==> config.mk <==
export PLATFORM = sky130hd
export DESIGN_NAME = icache_refill_axi
export DESIGN_NICKNAME = d
export VERILOG_FILES = /design/src/rtl/icache_refill_axi.sv
export SDC_FILE = /design/constraint.sdc
export NUM_CORES = 1
export LEC_CHECK = 0
export BUFFER_PORTS_ARGS = -buffer_cell sky130_fd_sc_hd__buf_2
export CAP_MARGIN = 20
export CORE_AREA = 5 5 175 177
export DETAILED_ROUTE_END_ITERATION = 16
export DIE_AREA = 0 0 180 182
export GPL_ROUTABILITY_DRIVEN = 0
export PLACE_DENSITY = 0.61
export RECOVER_POWER = 100
export SETUP_SLACK_MARGIN = 0.1
export SLEW_MARGIN = 20
export SYNTH_ARGS = -nofsm -noshare
export SYNTH_HDL_FRONTEND = slang
export SYNTH_SLANG_ARGS = --single-unit
==> constraint.sdc <==
create_clock -name aclk -period 3.05 [get_ports aclk]
set_clock_uncertainty 0.2 [all_clocks]
set_input_delay 0.1525 -clock aclk [delete_from_list [all_inputs] [get_ports aclk]]
set_output_delay 0.1525 -clock aclk [all_outputs]
set_load 0.05 [all_outputs]
==> src/rtl/icache_refill_axi.sv <==
// Instruction-cache line refill engine: one INCR read burst per miss on AXI3/AXI4,
// beats gathered into a line buffer and handed back as a single-cycle refill pulse.
module icache_refill_axi #(
   parameter int unsigned LINE_BEATS = 4,
   parameter logic [3:0]  ID         = 4'h0
) (
   input  logic                       aclk,
   input  logic                       aresetn,

   input  logic                       miss_req_valid,
   input  logic [31:0]                miss_req_addr,
   output logic                       miss_req_ready,

   input  logic                       refill_cancel,
   output logic                       refill_valid,
   output logic [31:0]                refill_addr,
   output logic [64*LINE_BEATS-1:0]   refill_data,
   output logic                       refill_err,

   output logic [31:0]                m_araddr,
   output logic [1:0]                 m_arburst,
   output logic [3:0]                 m_arcache,
   output logic [3:0]                 m_arid,
   output logic [7:0]                 m_arlen,
   output logic                       m_arlock,
   output logic [2:0]                 m_arprot,
   output logic [2:0]                 m_arsize,
   output logic                       m_arvalid,
   input  logic                       m_arready,

   input  logic [63:0]                m_rdata,
   input  logic [3:0]                 m_rid,
   input  logic                       m_rlast,
   input  logic [1:0]                 m_rresp,
   input  logic                       m_rvalid,
   output logic                       m_rready
);

   localparam int unsigned IDXW = $clog2(LINE_BEATS);
   localparam int unsigned CNTW = IDXW + 1;
   localparam int unsigned OFFW = $clog2(LINE_BEATS * 8);

   typedef enum logic [1:0] {
      S_IDLE = 2'd0,
      S_AR   = 2'd1,
      S_R    = 2'd2,
      S_DONE = 2'd3
   } state_t;

   state_t          state;
   logic [CNTW-1:0] beat_cnt;
   logic            err_q;
   logic            cancel_q;
   logic [31:0]     line_addr;

   logic            beat_c;
   logic            last_slot_c;
   logic            burst_end_c;
   logic            err_next_c;
   logic            cancel_next_c;
   logic            unused_inputs;

   // Constant read-address attributes: full-width INCR line burst, instruction access.
   assign m_arburst = 2'b01;
   assign m_arsize  = 3'b011;
   assign m_arlen   = 8'(LINE_BEATS - 1);
   assign m_arcache = 4'h0;
   assign m_arlock  = 1'b0;
   assign m_arprot  = 3'b100;
   assign m_arid    = ID;

   // The line-address register doubles as the AR address and the returned line address.
   assign m_araddr    = line_addr;
   assign refill_addr = line_addr;

   // Beat bookkeeping; only ever qualifies register updates, never an output.
   assign beat_c        = m_rready & m_rvalid;
   assign last_slot_c   = (beat_cnt == CNTW'(LINE_BEATS - 1));
   assign burst_end_c   = beat_c & (m_rlast | last_slot_c);
   assign err_next_c    = err_q | (m_rresp != 2'b00) | (m_rlast != last_slot_c);
   assign cancel_next_c = cancel_q | refill_cancel;

   // Read IDs are not checked and the in-line offset bits are discarded by design.
   assign unused_inputs = ^{m_rid, miss_req_addr[OFFW-1:0]};

   // Control FSM with registered handshake and refill outputs.
   always_ff @(posedge aclk) begin
      if (!aresetn) begin
         state          <= S_IDLE;
         beat_cnt       <= '0;
         err_q          <= 1'b0;
         cancel_q       <= 1'b0;
         miss_req_ready <= 1'b1;
         m_arvalid      <= 1'b0;
         m_rready       <= 1'b0;
         refill_valid   <= 1'b0;
         refill_err     <= 1'b0;
      end else begin
         if (state != S_IDLE && refill_cancel) begin
            cancel_q <= 1'b1;
         end
         case (state)
            S_IDLE: begin
               if (miss_req_valid) begin
                  beat_cnt       <= '0;
                  err_q          <= 1'b0;
                  cancel_q       <= 1'b0;
                  miss_req_ready <= 1'b0;
                  m_arvalid      <= 1'b1;
                  state          <= S_AR;
               end
            end
            S_AR: begin
               if (m_arready) begin
                  m_arvalid <= 1'b0;
                  m_rready  <= 1'b1;
                  state     <= S_R;
               end
            end
            S_R: begin
               if (beat_c) begin
                  beat_cnt <= beat_cnt + CNTW'(1);
                  err_q    <= err_next_c;
               end
               if (burst_end_c) begin
                  m_rready     <= 1'b0;
                  refill_valid <= ~cancel_next_c;
                  refill_err   <= err_next_c;
                  state        <= S_DONE;
               end
            end
            S_DONE: begin
               refill_valid   <= 1'b0;
               refill_err     <= 1'b0;
               miss_req_ready <= 1'b1;
               state          <= S_IDLE;
            end
            default: begin
               state <= S_IDLE;
            end
         endcase
      end
   end

   // Line address and line buffer: loaded on request accept and per beat, never reset.
   always_ff @(posedge aclk) begin
      if (state == S_IDLE && miss_req_valid) begin
         line_addr <= {miss_req_addr[31:OFFW], OFFW'(0)};
      end
      if (beat_c) begin
         for (int unsigned i = 0; i < LINE_BEATS; i++) begin
            if (beat_cnt[IDXW-1:0] == IDXW'(i)) begin
               refill_data[64*i +: 64] <= m_rdata;
            end
         end
      end
   end

endmodule
==> run metrics, run 1 <==
Ports 459; CP arrival 2.65 ns; layout cells sized above 1 8.638%; GRT Overall Usage 14.85%; Final Hold Vio Count 0; H-tree lvl count 1; Synth cell types 36; Required @ worst endpoint 3.00 ns; cell area after synthesis 9732 um2; Pins Over Slew Limit 0; period utilization 88.65%; first-pass GRT wire length 37540 um; Post-DP Area 12060 um2; CP Max Fanout 37; top cells by area, synth edfxtp_1, buf_4, dfxtp_1; Die Width 180 um; post-synth top area cell edfxtp_1; minimum clock period 2.704 ns; row count 63; setup TNS 0 ns; drt first pass iters 4; Final Instance Area 13520 um2; Tot Pwr 9.933 mW; Yosys top cell area share 87.32%; drt initial violations 250; dpl hpwl 18350 um; # port buffers 414; Max Clock Freq 369.9 MHz; RSZ-0062 raised after global routing false; vias in the first global route 5947; adder-cell share of the synthesized area 1.286%; post-synthesis xor/xnor area fraction 0%; Starting Density 33.46%; Placed Cells 1212; Clock Latency Late Sink 0.55 ns; post-synthesis mux area share 0.2057%; Die ar. 32760 um2; CTS sink count 295; Mapped Cells 434; Compound-Gate Fraction of Synth Area 1.697%; DRC violations left 0; Syn Area/Cell 22.42 um2; GR Overflow Total 0; WS Path Type flip-flop to flip-flop; area of the core 29090 um2; hold crit path type primary input to flip-flop; worst slew pin tran 1.308 ns; Synth Warn # 0; Post-Synth Simple-Gate Area 1.710%; final std cells w/o fill 1375; final wirelength 26100 um; startpoint type of the worst setup path flip-flop; status finished, final reports clean; antenna violations before repair 1; VDD IR-drop max 551.7 uV; largest family of logic cells by synthesized area buffers and inverters; sequential fraction of the synthesis area 89.79%; clk buf depth 3; PD cells 734.6 nW/um2; layout net count 1079; vias per inst 4.218; area grow syn2layout 38.94%; Routed Antenna Nets 0; Routed wire per std cell 18.98 um; Worst setup EP type flip-flop; Worst-path clk slew 0.06 ns; Vias 5800; Leakage 4.476 nW; Root Buffer clkbuf_16; TritonCTS clock tree done; die height 182 um; largest net degree at the start of global routing 43; number of max-cap violations 0; CTS Buf Count 30; worst slew margin relative to its limit 12.78%; Synth Register Bits 295; Final setup viols 0
critical path: stages, from the launching register on:
cell      delay, ns
dfxtp_1        0.32
clkbuf_4       0.14
inv_1          0.07
ha_1           0.16
and3_4         0.47
clkbuf_2       0.92
metal layers:
metal | GRT usage [%] | wire length (um) | vias up | part of all wire, %
li1 | - | - | 2620 | -
met1 | 16.88 | 9650 | 2805 | 37
met2 | 26.99 | 13570 | 332 | 52
met3 | 4.748 | 2333 | 43 | 8.9
met4 | 4.084 | 544 | 0 | 2.1
met5 | 0 | 0 | - | 0
where the power goes:
group | total [mW] | switching (mW) | leakage, nW | internal, mW
logic | 1.64 | 1.31 | 1.36 | 0.329
registers | 4.77 | 0.0938 | 2.66 | 4.67
clock network | 3.53 | 1.49 | 0.460 | 2.03
total | 9.93 | 2.90 | 4.48 | 7.04
cell usage after synthesis, drive strengths merged:
| master | n |
|---|---|
| nand3b | 1 |
| inv | 8 |
| nand4b | 2 |
| o41ai | 1 |
| a21boi | 8 |
| or2b | 1 |
| nand2b | 1 |
| o2bb2ai | 1 |
| o211ai | 1 |
| edfxtp | 283 |
| conb | 2 |
| ha | 10 |
| or3 | 1 |
| nor2 | 3 |
| a2bb2oi | 1 |
| nor2b | 3 |
| a21oi | 4 |
| nand4bb | 1 |
| and3 | 4 |
| nand4 | 2 |
| o31ai | 1 |
| dfxtp | 12 |
| a221o | 1 |
| clkbuf | 2 |
| nand2 | 5 |
| and2 | 2 |
| nor3 | 1 |
| mux2i | 2 |
| nand3 | 1 |
| buf | 63 |
| o21ai | 5 |
| o21a | 1 |
final timing paths:
path / startpoint / endpoint / slack, ns / depth (start not counted)
setup / recovery: beat_cnt[1] / refill_data[102] / 0.35 / 5
hold / removal: m_rlast / refill_err / 0.09 / 6
setup reg to reg: beat_cnt[1] / refill_data[102] / 0.35 / 5
hold reg to reg: refill_err / refill_err / 0.27 / 2
registers in the layout, indices dropped and copies added (netlist names):
register        count
cancel_q            1
m_araddr           27
miss_req_ready      1
err_q               1
refill_err          1
refill_valid        1
refill_data       256
m_arvalid           1
state               2
m_rready            1
beat_cnt            3
what timing repair did:
item	4_1_cts	5_1_grt
setup endpoints to repair	0	1
hold endpoints to repair	295	0
hold buffers	104	0
resized for setup	0	4
buffers inserted	0	3
metrics by stage:
stage / utilization (%) / worst slack (ns) / hold slack, ns
global route: 46.49 / 0.2140 / 0.09070
global placement: 41.48 / 1.076 / 0.1288
floorplan: - / 0.6845 / 0.05137
CTS: 48.36 / 0.1324 / 0.05174
finish: 46.49 / 0.3463 / 0.09139
detailed placement: 41.48 / 1.041 / 0.1313
logic make-up (layout without fill, tap and decap cells):
logic type,count (synthesis),count (layout)
AOI/OAI and AO/OA,24,24
muxes,2,2
other,2,36
adders and majority gates,10,10
and+or+nand+nor,28,28
buffers and inverters,73,590
DFF,295,295
layout by cell type (no fill, tap or decap), types with 3 or more instances in the layout:
cell type | synthesis | routed
clkbuf_1 | 1 | 391
edfxtp_1 | 283 | 283
dlygate4sd3_1 | 0 | 103
conb_1 | 2 | 35
buf_2 | 1 | 32
clkbuf_16 | 0 | 31
dfxtp_1 | 12 | 12
ha_1 | 10 | 10
inv_1 | 8 | 8
a21boi_0 | 7 | 8
clkinv_1 | 0 | 8
o21ai_0 | 5 | 5
nand2_1 | 5 | 5
a21oi_1 | 4 | 4
clkinv_4 | 0 | 4
nor2b_1 | 3 | 3
nor2_1 | 3 | 3
clkbuf_2 | 1 | 3
final cells by class:
class / count / area (um2)
tap: 390 / 488.0
clock buffer: 37 / 798.3
multi-input combinational: 99 / 615.6
sequential: 295 / 8738
inverter: 8 / 30.03
timing repair buffer: 526 / 2686
fill: 2640 / 15560
clock inverter: 19 / 162.7
antenna: 1 / 2.502
Note: power is estimated with default switching activity, not from simulation.
==> run 2, diff against run 1 <==
--- a/config.mk
+++ b/config.mk
@@ -12,7 +12,7 @@
 export DIE_AREA = 0 0 180 182
 export GPL_ROUTABILITY_DRIVEN = 0
 export PLACE_DENSITY = 0.61
-export RECOVER_POWER = 100
+export RECOVER_POWER = 50
 export SETUP_SLACK_MARGIN = 0.1
 export SLEW_MARGIN = 20
 export SYNTH_ARGS = -nofsm -noshare
==> constraint.sdc (replaced) <==
create_clock -name aclk -period 3.05 [get_ports aclk]
set_clock_uncertainty 0.2 [all_clocks]
set_input_delay 0.4575 -clock aclk [delete_from_list [all_inputs] [get_ports aclk]]
set_output_delay 0.4575 -clock aclk [all_outputs]
set_load 0.05 [all_outputs]
==> run 2 against run 1 <==
Effect of this change:
- design area is 1.4% higher
- sequential share of layout area is 0.90 points lower
- routed wire length is 2.8% lower
- critical path depth is 3 lower
- critical endpoint is now refill_data[107]
- largest power group unchanged
==> run metrics, run 2 (synthesis gave the netlist of run 1 again) <==
area of the core 29090 um2 (unchanged); Clock power frac 34.7% (-0.8 points); period utilization 72.31% (-16 points); final wirelength 25370 um (-2.8%); Required @ worst endpoint 3.06 ns (+0.06 ns); RSZ-0062 raised after global routing false; antenna violations before repair 1 (unchanged); Root Buffer clkbuf_16; Crit path depth 2 (-3); hold_sp aresetn; Die Width 180 um (unchanged); FF-to-FF Start m_rready; dpl hpwl 18010 um (-1.8%); Gate power share 17.0% (+0.5 points); fin util 47.14% (+0.65 points); Final setup viols 0 (unchanged); Final Hold Vio Count 0 (unchanged); area grow syn2layout 40.90%; vias in the first global route 5915 (-0.54%); GR Overflow Total 0 (unchanged); critical-path cell list and3_2 > buf_12; Routed Antenna Nets 0 (unchanged); TritonCTS clock tree done; WS Path Type flip-flop to flip-flop; row count 63 (unchanged); Psw 2.824 mW (-2.5%); Routed wire per std cell 18.75 um (-1.2%); setup TNS 0 ns (unchanged); H-tree lvl count 1 (unchanged); first-pass GRT wire length 37390 um (-0.40%); Largest register FFs 256 (unchanged); worst slew margin relative to its limit 43.38% (+31 points); GRT Overall Usage 14.76% (-0.086 points); VDD IR-drop max 532.5 uV (-3.5%); number of max-cap violations 0 (unchanged); Leakage 5.104 nW (+14%); Placed Cells 1212 (unchanged); CP arrival 2.22 ns (-0.43 ns); Ports 459 (unchanged); layout net count 1061 (-1.7%); Largest Register refill_data; die height 182 um (unchanged); vias per inst 4.234 (+0.38%); hold path depth 2 (-4); Post-DP Area 12060 um2 (unchanged); final std cells w/o fill 1353 (-1.6%); Clock Latency Late Sink 0.52 ns (-0.03 ns); Starting Density 33.46% (unchanged); Setup crit start m_rready; Worst setup EP type flip-flop; Setup Fix Bufs, Post-CTS 0 (unchanged); Pint 7.026 mW (-0.13%); Final Instance Area 13710 um2 (+1.4%); startpoint type of the worst setup path flip-flop; reg2reg path depth 2 (-3); minimum clock period 2.205 ns (-0.4983 ns); sequential share of power 48.3% (+0.3 points); Crit path max-delay family simple AND/OR/NAND/NOR gates; clk buf depth 3 (unchanged); largest net degree at the start of global routing 43 (unchanged); max incr delay on CP 0.82 ns (-0.10 ns); filler instances 2504 (-5.2%); slowest CP cell and3_2; status finished, final reports clean; DRC violations left 0 (unchanged); layout cells sized above 1 35.17% (+27 points); Vias 5729 (-1.2%); PD cells 718.3 nW/um2 (-2.2%); Tot Pwr 9.850 mW (-0.83%); CP Max Fanout 37 (unchanged); Pins Over Slew Limit 0 (unchanged); Max Clock Freq 453.4 MHz (+23%); CP bufs+invs 1 (-2); worst slew pin tran 0.8493 ns (-0.4590 ns); CTS Buf Count 29 (-3.3%); Die ar. 32760 um2 (unchanged); Worst-path clk slew 0.06 ns (about the same); # port buffers 414 (unchanged); most frequent cells in the layout buf_2, edfxtp_1, clkbuf_1; drt first pass iters 4 (unchanged); drt initial violations 270 (+8.0%); Sw Share 28.67% (-0.50 points); CTS sink count 295 (unchanged); hold crit path type primary input to flip-flop
-- run 2: cell count changes in the layout (fill, tap and decap cells not counted), moves of 3 or more --
| cell | before | now |
|---|---|---|
| clkbuf_2 | 3 | 0 |
| clkinv_2 | 1 | 4 |
| buf_12 | 1 | 5 |
| clkinv_1 | 8 | 5 |
| clkbuf_1 | 391 | 133 |
| dlygate4sd3_1 | 103 | 89 |
| buf_2 | 32 | 283 |
-- run 2: path summary, 6_finish.rpt --
check	to	slack [ns]
worst max-delay path	refill_data[107]	0.84
worst min-delay path	miss_req_ready	0.04
worst max register to register	refill_data[107]	0.84
worst min register to register	refill_err	0.27
-- run 2: worst reg2reg max path, cell delays in order, from the launching register on --
cell and delay, ns:
dfxtp_1 0.52, and3_2 0.82, buf_12 0.32
-- run 2: layer usage --
| layer | vias up | part of all wire (%) | track usage [%] | routed length (um) |
|---|---|---|---|---|
| met5 | - | 0 | 0 | 0 |
| met2 | 318 | 52 | 27.31 | 13240 |
| met3 | 39 | 8.0 | 3.946 | 2026 |
| li1 | 2596 | - | - | - |
| met4 | 0 | 1.9 | 3.657 | 474 |
| met1 | 2776 | 38 | 17.05 | 9627 |
-- run 2: repair_timing --
item / 4_1_cts / 5_1_grt
endpoints found under the hold margin: 275 / 0
gates resized for setup: 0 / 0
hold buffers: 89 / 0
-- run 2: metrics by stage --
stage | hold slack (ns) | setup slack (ns)
after global routing | 0.05078 | 0.7041
after CTS | 0.02094 | 0.9508
final | 0.04268 | 0.8445
after detailed placement | 0.2542 | 1.003
after global placement | 0.2572 | 1.028
after floorplan | 0.2525 | 0.6845
-- run 2: power groups by stage --
stage / Combinational [mW] / Clock (mW) / Sequential, mW
after floorplan: 0.764 / 0 / 5.37
after global placement: 1.60 / 0 / 4.84
after detailed placement: 1.61 / 0 / 4.84
after CTS: 1.70 / 3.54 / 4.76
after global routing: 1.75 / 3.72 / 4.78
final: 1.67 / 3.42 / 4.76
-- run 2: area by class of cell --
type,instances,area (um2),share of cell area (%)
Sequential cell,295,8738,63.73
Antenna cell,2,5.005,0.03650
Inverter,8,30.03,0.2190
Clock inverter,19,186.4,1.360
Multi-Input combinational cell,99,624.3,4.553
Clock buffer,31,733.2,5.347
Timing Repair Buffer,509,2907,21.20
Tap cell,390,488.0,3.559
==> run 3, diff against run 2 <==
--- a/config.mk
+++ b/config.mk
@@ -5,13 +5,14 @@
 export SDC_FILE = /design/constraint.sdc
 export NUM_CORES = 1
 export LEC_CHECK = 0
+export ABC_AREA = 1
 export BUFFER_PORTS_ARGS = -buffer_cell sky130_fd_sc_hd__buf_2
 export CAP_MARGIN = 20
-export CORE_AREA = 5 5 175 177
+export CORE_AREA = 5 5 173 175
 export DETAILED_ROUTE_END_ITERATION = 16
-export DIE_AREA = 0 0 180 182
+export DIE_AREA = 0 0 178 180
 export GPL_ROUTABILITY_DRIVEN = 0
-export PLACE_DENSITY = 0.61
+export PLACE_DENSITY = 0.65
 export RECOVER_POWER = 50
 export SETUP_SLACK_MARGIN = 0.1
 export SLEW_MARGIN = 20
==> constraint.sdc (replaced) <==
create_clock -name aclk -period 1.9 [get_ports aclk]
set_clock_uncertainty 0.2 [all_clocks]
set_input_delay 0.285 -clock aclk [delete_from_list [all_inputs] [get_ports aclk]]
set_output_delay 0.285 -clock aclk [all_outputs]
set_load 0.05 [all_outputs]
==> run 3 against run 2 <==
Effect of this change:
- synthesized cell count increased by 5.8%
- routed wire length increased by 1.4%
- utilization grew 2.2 points
- non-clock buffer count up 11
- hold slack lost 0.041 ns
- area after synthesis is 0.30% higher
- clock-buffer cell count shrank 1
- design area increased by 1.9%
- power up 62%
- die area is 2.2% lower
- critical path type unchanged
- largest cell class unchanged
- largest power group unchanged
==> run metrics, run 3 <==
status finished, final reports clean; PD cells 1140 nW/um2 (+59%); Setup crit start beat_cnt[0]; Die ar. 32040 um2 (-2.2%); Post-synth EDFFs 283 (unchanged); Largest Register refill_data; Post-synth top flop edfxtp_1; Synth Register Bits 295 (unchanged); layout net count 1099 (+3.6%); RSZ-0062 raised after global routing false; Final setup viols 0 (unchanged); minimum clock period 1.777 ns (-0.4286 ns); Setup Fix Bufs, Post-CTS 0 (unchanged); Routed wire per std cell 18.55 um (-1.1%); post-synth top area cell edfxtp_1; VDD IR-drop max 559.7 uV (+5.1%); Largest register FFs 256 (unchanged); Root Buffer clkbuf_16; startpoint type of the worst setup path flip-flop; first-pass GRT wire length 36960 um (-1.2%); CP Max Fanout 35 (-5.4%); Vias 5800 (+1.2%); area grow syn2layout 43.12%; worst setup margin 0.1231 ns (-0.7214 ns); Final Hold Vio Count 0 (unchanged); worst slew pin tran 0.5565 ns (-0.2928 ns); vias per inst 4.185 (-1.2%); critical path endpoint refill_data[59]; # port buffers 414 (unchanged); CP arrival 1.75 ns (-0.47 ns); Max Clock Freq 562.8 MHz (+24%); drt first pass iters 4 (unchanged); cell area after synthesis 9761 um2 (+0.30%); TritonCTS clock tree done; met1 global-route usage 16.00% (-1.1 points); fin util 49.34% (+2.2 points); CTS Buf Count 29 (unchanged); commonest non-fill, non-tap cell in the layout buf_2; reg2reg path depth 5 (+3); top cells by area, synth edfxtp_1, buf_4, dfxtp_1; Synth Warn # 0 (unchanged); H-tree lvl count 1 (unchanged); Routed Antenna Nets 0 (unchanged); Die Width 178 um (-1.1%); period utilization 93.52% (+21 points); FF-to-FF Start beat_cnt[0]; most used routing layer met2; number of max-cap violations 0 (unchanged); hold crit path type primary input to flip-flop; dpl hpwl 17890 um (-0.71%); Mapped Cells 459 (+5.8%); Starting Density 34.47% (+1.0 points); largest net degree at the start of global routing 39 (-9.3%); GRT Overall Usage 15.09% (+0.33 points); Worst setup EP type flip-flop; Required @ worst endpoint 1.88 ns (-1.18 ns); reg-to-reg endpoint refill_data[59]; Register-to-Register Setup Slack 0.12 ns (-0.72 ns); DRC violations left 0 (unchanged); layout cells sized above 1 42.36% (+7.2 points); vias in the first global route 6038 (+2.1%); die height 180 um (-1.1%); dominant cell by count in the synthesized netlist edfxtp_1; Yosys top cell area share 87.07% (-0.26 points); final std cells w/o fill 1386 (+2.4%); worst slew margin relative to its limit 62.90% (+20 points); antenna violations before repair 1 (unchanged); Placed Cells 1236 (+2.0%); M2 GR Usage 28.65% (+1.3 points); most frequent cells in the layout buf_2, edfxtp_1, dlygate4sd3_1; WS Path Type flip-flop to flip-flop; Pins Over Slew Limit 0 (unchanged); sequential fraction of the synthesis area 89.53% (-0.26 points); clk buf depth 3 (unchanged); Leakage 5.412 nW (+6.0%); GR Overflow Total 0 (unchanged); Worst-path clk slew 0.06 ns (about the same); CTS sink count 295 (unchanged); Synth async-reset ratio 0% (unchanged); global routing usage on met3 3.382% (-0.56 points); Syn Area/Cell 21.26 um2 (-5.2%); Synth cell types 22 (-39%); Synth top cells by count edfxtp_1, buf_4, inv_1, nand2_1, nor2_1; Clock Latency Late Sink 0.54 ns (+0.02 ns); final wirelength 25710 um (+1.4%); area of the core 28310 um2 (-2.7%); Ports 459 (unchanged); row count 62 (-1.6%); Tot Pwr 15.92 mW (+62%); Place WS 0.1639 ns (-0.8390 ns); drt initial violations 368 (+36%)
==> run 3: cell types whose count changed after synthesis, moves of 3 or more <==
cell,change
nand3_1,+5
a21boi_0,-7
nor2b_1,-3
nand2_2,+3
nand2_1,+15
nor2_1,+13
and3_1,-4
inv_1,+12
o21ai_0,-4
a21oi_1,+5
==> run 3: kinds of logic (layout without fill, tap and decap cells) <==
family	count (synthesis)	count (layout)	synth area share, %
flops	295	295	89.53
buf+inv	86	595	5.756
simple gates	54	54	2.679
compound gates	12	12	0.6794
fa+ha+maj	10	10	1.282
other cells	2	36	0.07694
==> run 3: area by class of cell <==
class	count	area, um2
fill	2390	14350
sequential	295	8746
timing repair buffer	520	3065
clock buffer	30	729.5
multi-input combinational	111	651.9
tap	384	480.5
clock inverter	22	201.4
inverter	23	92.59
antenna	1	2.502
==> run 3: report_power, final <==
part / leakage, nW / internal (mW) / switching (mW)
Sequential: 2.66 / 7.48 / 0.136
Combinational: 2.30 / 0.665 / 2.11
Clock: 0.452 / 3.20 / 2.32
Total: 5.41 / 11.3 / 4.57
==> run 3: metal layers <==
metal  share of wire [%]  up-vias
met2                  54      276
met3                 8.0       58
met1                  35     2814
li1                    -     2652
met5                   0        -
met4                 3.4        0
==> run 3: worst min-delay path by stage <==
stage	from	to	depth (start not counted)
global route	m_rvalid	refill_err	5
global placement	refill_valid	refill_valid	2
detailed placement	refill_valid	refill_valid	2
floorplan	aresetn	miss_req_ready	1
finish	m_rvalid	refill_err	5
CTS	m_rvalid	beat_cnt[2]	5
==> run 3: repair_timing <==
| item | 4_1_cts | 5_1_grt |
|---|---|---|
| setup endpoints to repair | 0 | 6 |
| endpoints found under the hold margin | 295 | 0 |
| hold buffers | 97 | 0 |
| gates resized for setup | 0 | 7 |
==> run 3: per-stage QoR <==
stage / hold WS (ns) / area (um2) / TNS, ns
floorplan: 0.1691 / 9943 / -63.21
finish: 0.001532 / 13970 / 0
CTS: 0.02390 / 14100 / 0
detailed placement: 0.2623 / 12200 / 0
global placement: 0.2530 / 12200 / 0
global route: 0.02434 / 13970 / 0
==> run 3: critical path, stage by stage (launching register included) <==
cell,delay (ns)
dfxtp_1,0.33
inv_2,0.09
ha_1,0.16
inv_1,0.06
nor2_4,0.08
buf_4,0.44
